**src/rtl/mem_port_arbiter_pkg.sv**
```systemverilog
// Shared types and width codes for the memory port arbiter and its lane formatter.
package mem_port_pkg;

   typedef enum logic [1:0] {
      IDLE    = 2'd0,
      RD_WAIT = 2'd1,
      WRITE   = 2'd2,
      RESP    = 2'd3
   } state_t;

   localparam logic [2:0] F3_B  = 3'd0;
   localparam logic [2:0] F3_H  = 3'd1;
   localparam logic [2:0] F3_W  = 3'd2;
   localparam logic [2:0] F3_BU = 3'd4;
   localparam logic [2:0] F3_HU = 3'd5;

   typedef logic [7:0] byte_lane_t [0:3];

endpackage

```
**src/rtl/mem_port_arbiter_lane_fmt.sv**
```systemverilog
// Combinational byte-lane formatter: load sign/zero extension and store byte merge.
module mem_lane_fmt
   import mem_port_pkg::*;
(
   input  logic [2:0]  funct3_i,
   input  logic [31:0] wdata_i,
   input  logic [7:0]  old_i    [0:3],
   output logic [31:0] load_o,
   output logic [7:0]  merged_o [0:3]
);

   always_comb begin
      load_o = '0;
      case (funct3_i)
         F3_B:    load_o = {{24{old_i[0][7]}}, old_i[0]};
         F3_H:    load_o = {{16{old_i[1][7]}}, old_i[1], old_i[0]};
         F3_W:    load_o = {old_i[3], old_i[2], old_i[1], old_i[0]};
         F3_BU:   load_o = {24'd0, old_i[0]};
         F3_HU:   load_o = {16'd0, old_i[1], old_i[0]};
         default: load_o = '0;
      endcase
   end

   // Lanes not covered by the store width keep the bytes read back from memory.
   always_comb begin
      merged_o[0] = wdata_i[7:0];
      merged_o[1] = (funct3_i == F3_H || funct3_i == F3_W) ? wdata_i[15:8] : old_i[1];
      merged_o[2] = (funct3_i == F3_W) ? wdata_i[23:16] : old_i[2];
      merged_o[3] = (funct3_i == F3_W) ? wdata_i[31:24] : old_i[3];
   end

endmodule

```
**src/rtl/mem_port_arbiter.sv**
```systemverilog
// Arbitrates the shared byte-lane memory port between instruction fetch and load/store.
//   state   | meaning
//   IDLE    | no transaction; arbitrate if_req / d_req
//   RD_WAIT | down-count memory latency, then capture the read bytes
//   WRITE   | single-cycle write strobe with merged bytes
//   RESP    | ack the owner on the following edge, return to IDLE
module mem_port_arbiter
   import mem_port_pkg::*;
#(
   parameter int MEM_LAT    = 1,
   parameter int STARVE_MAX = 4
) (
   input  logic        clk,
   input  logic        rst_b,
   input  logic        if_req,
   input  logic [31:0] if_addr,
   output logic        if_ack,
   output logic [31:0] if_rdata,
   input  logic        d_req,
   input  logic        d_we,
   input  logic [2:0]  d_funct3,
   input  logic [31:0] d_addr,
   input  logic [31:0] d_wdata,
   output logic        d_ack,
   output logic [31:0] d_rdata,
   output logic [31:0] mem_addr,
   output logic        mem_write_en,
   output logic [7:0]  mem_data_in  [0:3],
   input  logic [7:0]  mem_data_out [0:3],
   output logic        busy,
   output logic        grant_d
);

   localparam int               SC_W      = (STARVE_MAX < 1) ? 1 : $clog2(STARVE_MAX + 1);
   localparam logic [SC_W-1:0]  STARVE_TC = SC_W'(STARVE_MAX);
   localparam logic [2:0]       LAT_LOAD  = 3'(MEM_LAT);

   state_t            state_q, state_d;
   logic [SC_W-1:0]   starve_q, starve_d;
   logic              owner_q, owner_d;
   logic [31:0]       addr_q, addr_d;
   logic              we_q, we_d;
   logic [2:0]        f3_q, f3_d;
   logic [31:0]       wdata_q, wdata_d;
   logic [2:0]        lat_q, lat_d;
   byte_lane_t        rbytes_q, rbytes_d;
   logic              if_ack_q, if_ack_d;
   logic              d_ack_q, d_ack_d;
   logic [31:0]       if_rdata_q, if_rdata_d;
   logic [31:0]       d_rdata_q, d_rdata_d;
   logic              mem_we_q, mem_we_d;
   byte_lane_t        mem_din_q, mem_din_d;
   logic              busy_q, busy_d;

   logic              grant_if, grant_dd, lat_tc, req_we;
   logic [2:0]        req_f3;
   logic [31:0]       load_val;
   logic [7:0]        merged [0:3];

   assign grant_if = if_req && (!d_req || starve_q == STARVE_TC);
   assign grant_dd = d_req && !grant_if;
   assign req_we   = grant_if ? 1'b0 : d_we;
   assign req_f3   = grant_if ? F3_W : d_funct3;
   assign lat_tc   = (lat_q == 3'd0);

   mem_lane_fmt u_fmt (
      .funct3_i (f3_d),
      .wdata_i  (wdata_d),
      .old_i    (rbytes_d),
      .load_o   (load_val),
      .merged_o (merged)
   );

   always_ff @(posedge clk) begin
      if (!rst_b) state_q <= IDLE;
      else        state_q <= state_d;
   end

   always_comb begin
      state_d = state_q;
      case (state_q)
         IDLE: begin
            if (grant_if || grant_dd) begin
               if (!req_we || req_f3 == F3_B || req_f3 == F3_H) state_d = RD_WAIT;
               else if (req_f3 == F3_W)                          state_d = WRITE;
               else                                              state_d = RESP;
            end
         end
         RD_WAIT: if (lat_tc) state_d = we_q ? WRITE : RESP;
         WRITE:   state_d = RESP;
         RESP:    state_d = IDLE;
         default: state_d = IDLE;
      endcase
   end

   // Request latching, starvation counter and latency timer.
   always_comb begin
      starve_d = starve_q;
      owner_d  = owner_q;
      addr_d   = addr_q;
      we_d     = we_q;
      f3_d     = f3_q;
      wdata_d  = wdata_q;
      lat_d    = lat_q;
      rbytes_d = rbytes_q;
      case (state_q)
         IDLE: begin
            if (grant_if || grant_dd) begin
               owner_d = grant_dd;
               addr_d  = grant_if ? if_addr : d_addr;
               we_d    = req_we;
               f3_d    = req_f3;
               wdata_d = d_wdata;
               lat_d   = LAT_LOAD;
               if (grant_if || !if_req)      starve_d = '0;
               else if (starve_q != STARVE_TC) starve_d = starve_q + 1'b1;
            end
         end
         RD_WAIT: begin
            if (lat_tc) rbytes_d = mem_data_out;
            else        lat_d    = lat_q - 3'd1;
         end
         default: ;
      endcase
   end

   always_comb begin
      if_ack_d   = 1'b0;
      d_ack_d    = 1'b0;
      if_rdata_d = if_rdata_q;
      d_rdata_d  = d_rdata_q;
      mem_din_d  = mem_din_q;
      if (state_q == RESP) begin
         if (owner_q) begin
            d_ack_d = 1'b1;
            if (!we_q) d_rdata_d = load_val;
         end else begin
            if_ack_d   = 1'b1;
            if_rdata_d = load_val;
         end
      end
      if (state_d == WRITE) mem_din_d = merged;
      mem_we_d = (state_d == WRITE);
      busy_d   = (state_d != IDLE);
   end

   always_ff @(posedge clk) begin
      if (!rst_b) begin
         starve_q   <= '0;
         owner_q    <= 1'b0;
         addr_q     <= '0;
         we_q       <= 1'b0;
         f3_q       <= '0;
         wdata_q    <= '0;
         lat_q      <= '0;
         rbytes_q   <= '{default: 8'd0};
         if_ack_q   <= 1'b0;
         d_ack_q    <= 1'b0;
         if_rdata_q <= '0;
         d_rdata_q  <= '0;
         mem_we_q   <= 1'b0;
         mem_din_q  <= '{default: 8'd0};
         busy_q     <= 1'b0;
      end else begin
         starve_q   <= starve_d;
         owner_q    <= owner_d;
         addr_q     <= addr_d;
         we_q       <= we_d;
         f3_q       <= f3_d;
         wdata_q    <= wdata_d;
         lat_q      <= lat_d;
         rbytes_q   <= rbytes_d;
         if_ack_q   <= if_ack_d;
         d_ack_q    <= d_ack_d;
         if_rdata_q <= if_rdata_d;
         d_rdata_q  <= d_rdata_d;
         mem_we_q   <= mem_we_d;
         mem_din_q  <= mem_din_d;
         busy_q     <= busy_d;
      end
   end

   assign if_ack       = if_ack_q;
   assign if_rdata     = if_rdata_q;
   assign d_ack        = d_ack_q;
   assign d_rdata      = d_rdata_q;
   assign mem_addr     = addr_q;
   assign mem_write_en = mem_we_q;
   assign mem_data_in  = mem_din_q;
   assign busy         = busy_q;
   assign grant_d      = owner_q;

endmodule

```
**config.mk**
```make
export PLATFORM = sky130hd
export DESIGN_NAME = mem_port_arbiter
export DESIGN_NICKNAME = d
export VERILOG_FILES = /design/src/rtl/mem_port_arbiter_pkg.sv /design/src/rtl/mem_port_arbiter_lane_fmt.sv /design/src/rtl/mem_port_arbiter.sv
export SDC_FILE = /design/constraint.sdc
export NUM_CORES = 1
export LEC_CHECK = 0
export ABC_AREA = 0
export ABC_CLOCK_PERIOD_IN_PS = 7300
export CAP_MARGIN = 5
export CORE_AREA = 3 3 139 141
export DETAILED_ROUTE_END_ITERATION = 8
export DIE_AREA = 0 0 142 144
export PLACE_DENSITY = 0.81
export SYNTH_ARGS = -nofsm -noshare
export SYNTH_HDL_FRONTEND = slang
export SYNTH_HIERARCHICAL = 1
export SYNTH_SLANG_ARGS = --single-unit
export TNS_END_PERCENT = 20
```
**constraint.sdc**
```tcl
create_clock -name clk -period 7.3 [get_ports clk]
set_clock_uncertainty 0.05 [all_clocks]
set_input_delay 1.825 -clock clk [delete_from_list [all_inputs] [get_ports clk]]
set_output_delay 1.825 -clock clk [all_outputs]
set_load 0.03 [all_outputs]
```
==> out/results.txt <==
P_int -> 0.00255 W
Most frequent cells in the layout -> nand2_1, clkdlybuf4s50_1, dfxtp_1
Largest net degree at the start of global routing -> 93
CP startpoint kind -> primary input
Power per cell area -> 301 nW/um^2
Post-Syn Area -> 9060 sq um
Met3 GRT Util -> 5.69%
ANT cells -> 0
FF-to-FF End -> if_rdata[26]
H-Tree Depth -> 1
Tightest Hold Check Type -> flop to flop
Initial DRC Count -> 429
Synth Area in Simple Gates -> 21.1%
MaxCap Viol Count -> 0
Leak Pwr -> 4.66 nW
Mapped Nets -> 1175
# port buffers -> 268
Met2 GRT Util -> 40.9%
Post-route clock period utilization -> 65.5%
Finished Cell Area -> 12400 sq um
Synth-to-layout area growth -> 36.9%
Post-DRT Antenna Nets -> 0
RSZ-0062 raised after global routing -> false
Drt wl/cell -> 17.0 um
Sequential power share -> 35.9%
Routing usage on met1 -> 30.0%
First-pass GRT wire length -> 39.2 mm
Final setup fails -> 0
Initial antenna violation count -> 0
Nets -> 1387
Kind of critical path -> primary input to flop
Synth cell types -> 48
Via Count -> 7813
Fmax -> 0.209 GHz
Synth Flop Type -> dfxtp_1
IO Pins -> 269
Power consumption -> 0.00373 W
Final WL -> 25.4 mm
Hold path start -> if_rdata[1]
Grt ovf -> 0
GRT Util Overall -> 23.7%
Worst Path Arrival -> 5.13 ns
Commonest non-fill, non-tap cell in the layout -> nand2_1
Worst slew margin -> 36.1%
Die area -> 20400 sq um
Post-Syn Instances -> 1035
Switching power -> 0.00118 W
Largest family of logic cells by synthesized area -> simple AND/OR/NAND/NOR gates
Number of synthesized flops with an enable pin -> 0
Post-Place Cell Area -> 11700 sq um
CP Max Fanout -> 19
Drt first pass iters -> 5
Inserted Clock Buffers -> 22
Syn_area_per_cell -> 8.76 sq um
Die extent in y -> 144 um
Initial core utilization -> 50.1%
Vias per cell -> 5.24
Combinational share of power -> 33.5%
Critical Path RT -> 7.65 ns
Path depth of the worst reg2reg path -> 11
Num Clock Sinks -> 209
XOR/XNOR share of the synthesized area -> 0.193%
Hpwl dp -> 17.8 mm
Hold Vio Cnt, Final -> 0
Vias in the first global route -> 7543
Fraction of registers with async set/reset -> 0%
Fin crit period -> 4.78 ns
Clock Latency Late Sink -> 0.49 ns
Bufs on Longest Clock Path -> 3
Adder-Cell Fraction of Synth Area -> 0.552%
Seq cells post-synth -> 209
Core area -> 18100 sq um
Clock power share -> 30.6%
Switching share of total power -> 31.7%
Slew @ Worst Pin -> 0.959 ns
Status -> finished clean
Clock root buffer -> clkbuf_16
CTS tree -> yes
Post-CTS sizing -> 0
Complex-gate fraction of the synthesized area -> 11.6%
DRC viols -> 0
Worst Setup End Kind -> flop
Post-CTS Setup Bufs -> 0
Die width -> 142 um
Yosys warnings -> 6
Share of cells above drive strength 1 -> 11.7%
Crit path capture -> if_rdata[26]
Total negative slack -> 0 ns
Peak supply drop -> 181 uV
GPL Wtd Cong -> 0.784
Sequential cell area fraction in the yosys report -> 46.2%
Max-slew violations -> 0
Worst setup startpoint -> if_req
R2R setup slack -> 3.92 ns
Fillers -> 1414
Proportion of synthesized area in mux cells -> 14.9%
Busiest grt layer -> met2
Clock Pin Slew Worst Setup and Hold Paths -> 0.06 ns
Row count -> 49
Cts hold-fix bufs -> 0
RR Startpoint -> starve_q[0]
power by group through the flow:
stage | clock [W] | sequential, W | combinational (W)
2_1_floorplan | 0 | 0.00150 | 0.000770
3_3_place_gp | 0 | 0.00136 | 0.00124
3_5_place_dp | 0 | 0.00136 | 0.00125
4_1_cts | 0.00117 | 0.00134 | 0.00126
5_1_grt | 0.00121 | 0.00135 | 0.00135
6_report | 0.00114 | 0.00134 | 0.00125
how the worst min path moves through the flow:
stage                      end  cells after the start
2_1_floorplan      starve_q[0]                      2
3_3_place_gp      if_rdata[30]                      2
3_5_place_dp       if_rdata[1]                      2
4_1_cts            if_rdata[1]                      2
5_1_grt        mem_data_in[29]                      2
6_report           if_rdata[1]                      2
synth_stat cells, types with 2 or more instances:
library cell,n,share of area [%]
ha_1,4,0.55
or2_2,2,0.14
buf_4,10,0.83
mux2_2,78,9.7
clkbuf_1,56,2.3
and2_1,73,5.0
a21oi_1,93,5.1
nand2_1,286,12
o21a_1,3,0.25
a21o_1,17,1.4
dfxtp_1,209,46
nand3_1,6,0.33
a32oi_1,2,0.19
buf_6,3,0.37
nor2b_1,4,0.28
buf_2,15,0.83
inv_1,10,0.41
mux2_4,10,1.7
a2bb2oi_1,2,0.19
nand2b_1,3,0.21
nor2_2,2,0.14
a311oi_1,32,3.1
nor2_1,47,1.9
mux2i_1,32,3.5
o21ai_0,10,0.55
buf_8,3,0.50
nand3b_1,2,0.17
final cells by class:
type                       instances  area [sq um]  area share (%)
clock inverter                     6          82.6           0.666
multi-input combinational        727          4390            35.4
inverter                          10          38.8           0.313
sequential                       209          4180            33.7
timing repair buffer             277          2750            22.1
tap                              229           287            2.31
clock buffer                      33           673            5.43
metal layers:
| layer | up-vias | share of wire, % | wire, um |
|---|---|---|---|
| met5 | - | 0 | 0 |
| met4 | 0 | 2.3 | 580 |
| li1 | 3845 | - | - |
| met2 | 270 | 48 | 12200 |
| met3 | 37 | 7.5 | 1920 |
| met1 | 3661 | 42 | 10700 |
kinds of logic after synthesis:
logic type	count (synthesis)
AND/OR/NAND/NOR	435
multiplexers	120
buffers and inverters	99
XOR/XNOR	2
adder cells (fa/ha/maj)	4
AO/OA/AOI/OAI	166
flip-flops	209
stage by stage:
stage	cells	utilization, %	hold slack (ns)	setup WS [ns]
2_1_floorplan	1035	-	0.399	3.12
3_3_place_gp	1452	64.4	0.392	2.18
3_5_place_dp	1452	64.4	0.398	2.08
4_1_cts	1491	68.6	0.406	2.54
5_1_grt	1491	68.6	0.425	2.19
6_report	1491	68.6	0.405	2.52
flip-flops by register name, summed over array words and instances (netlist names), 2 cells and up:
register / cells
f3_q: 3
if_rdata: 32
state_q: 2
mem_data_in: 32
wdata_q: 32
mem_addr: 32
d_rdata: 32
rbytes_q: 32
lat_q: 3
starve_q: 3
critical path, cell delays in order:
cell and delay [ns]:
clkdlybuf4s50_1 0.47, or2_4 0.28, nand2_2 0.38, a2bb2oi_1 0.15
inv_1 0.41, nor2b_1 0.50, nand2_1 0.50, a21oi_1 0.33
nand2_1 0.09, a21oi_1 0.17
Note: power is estimated with default switching activity, not from simulation.
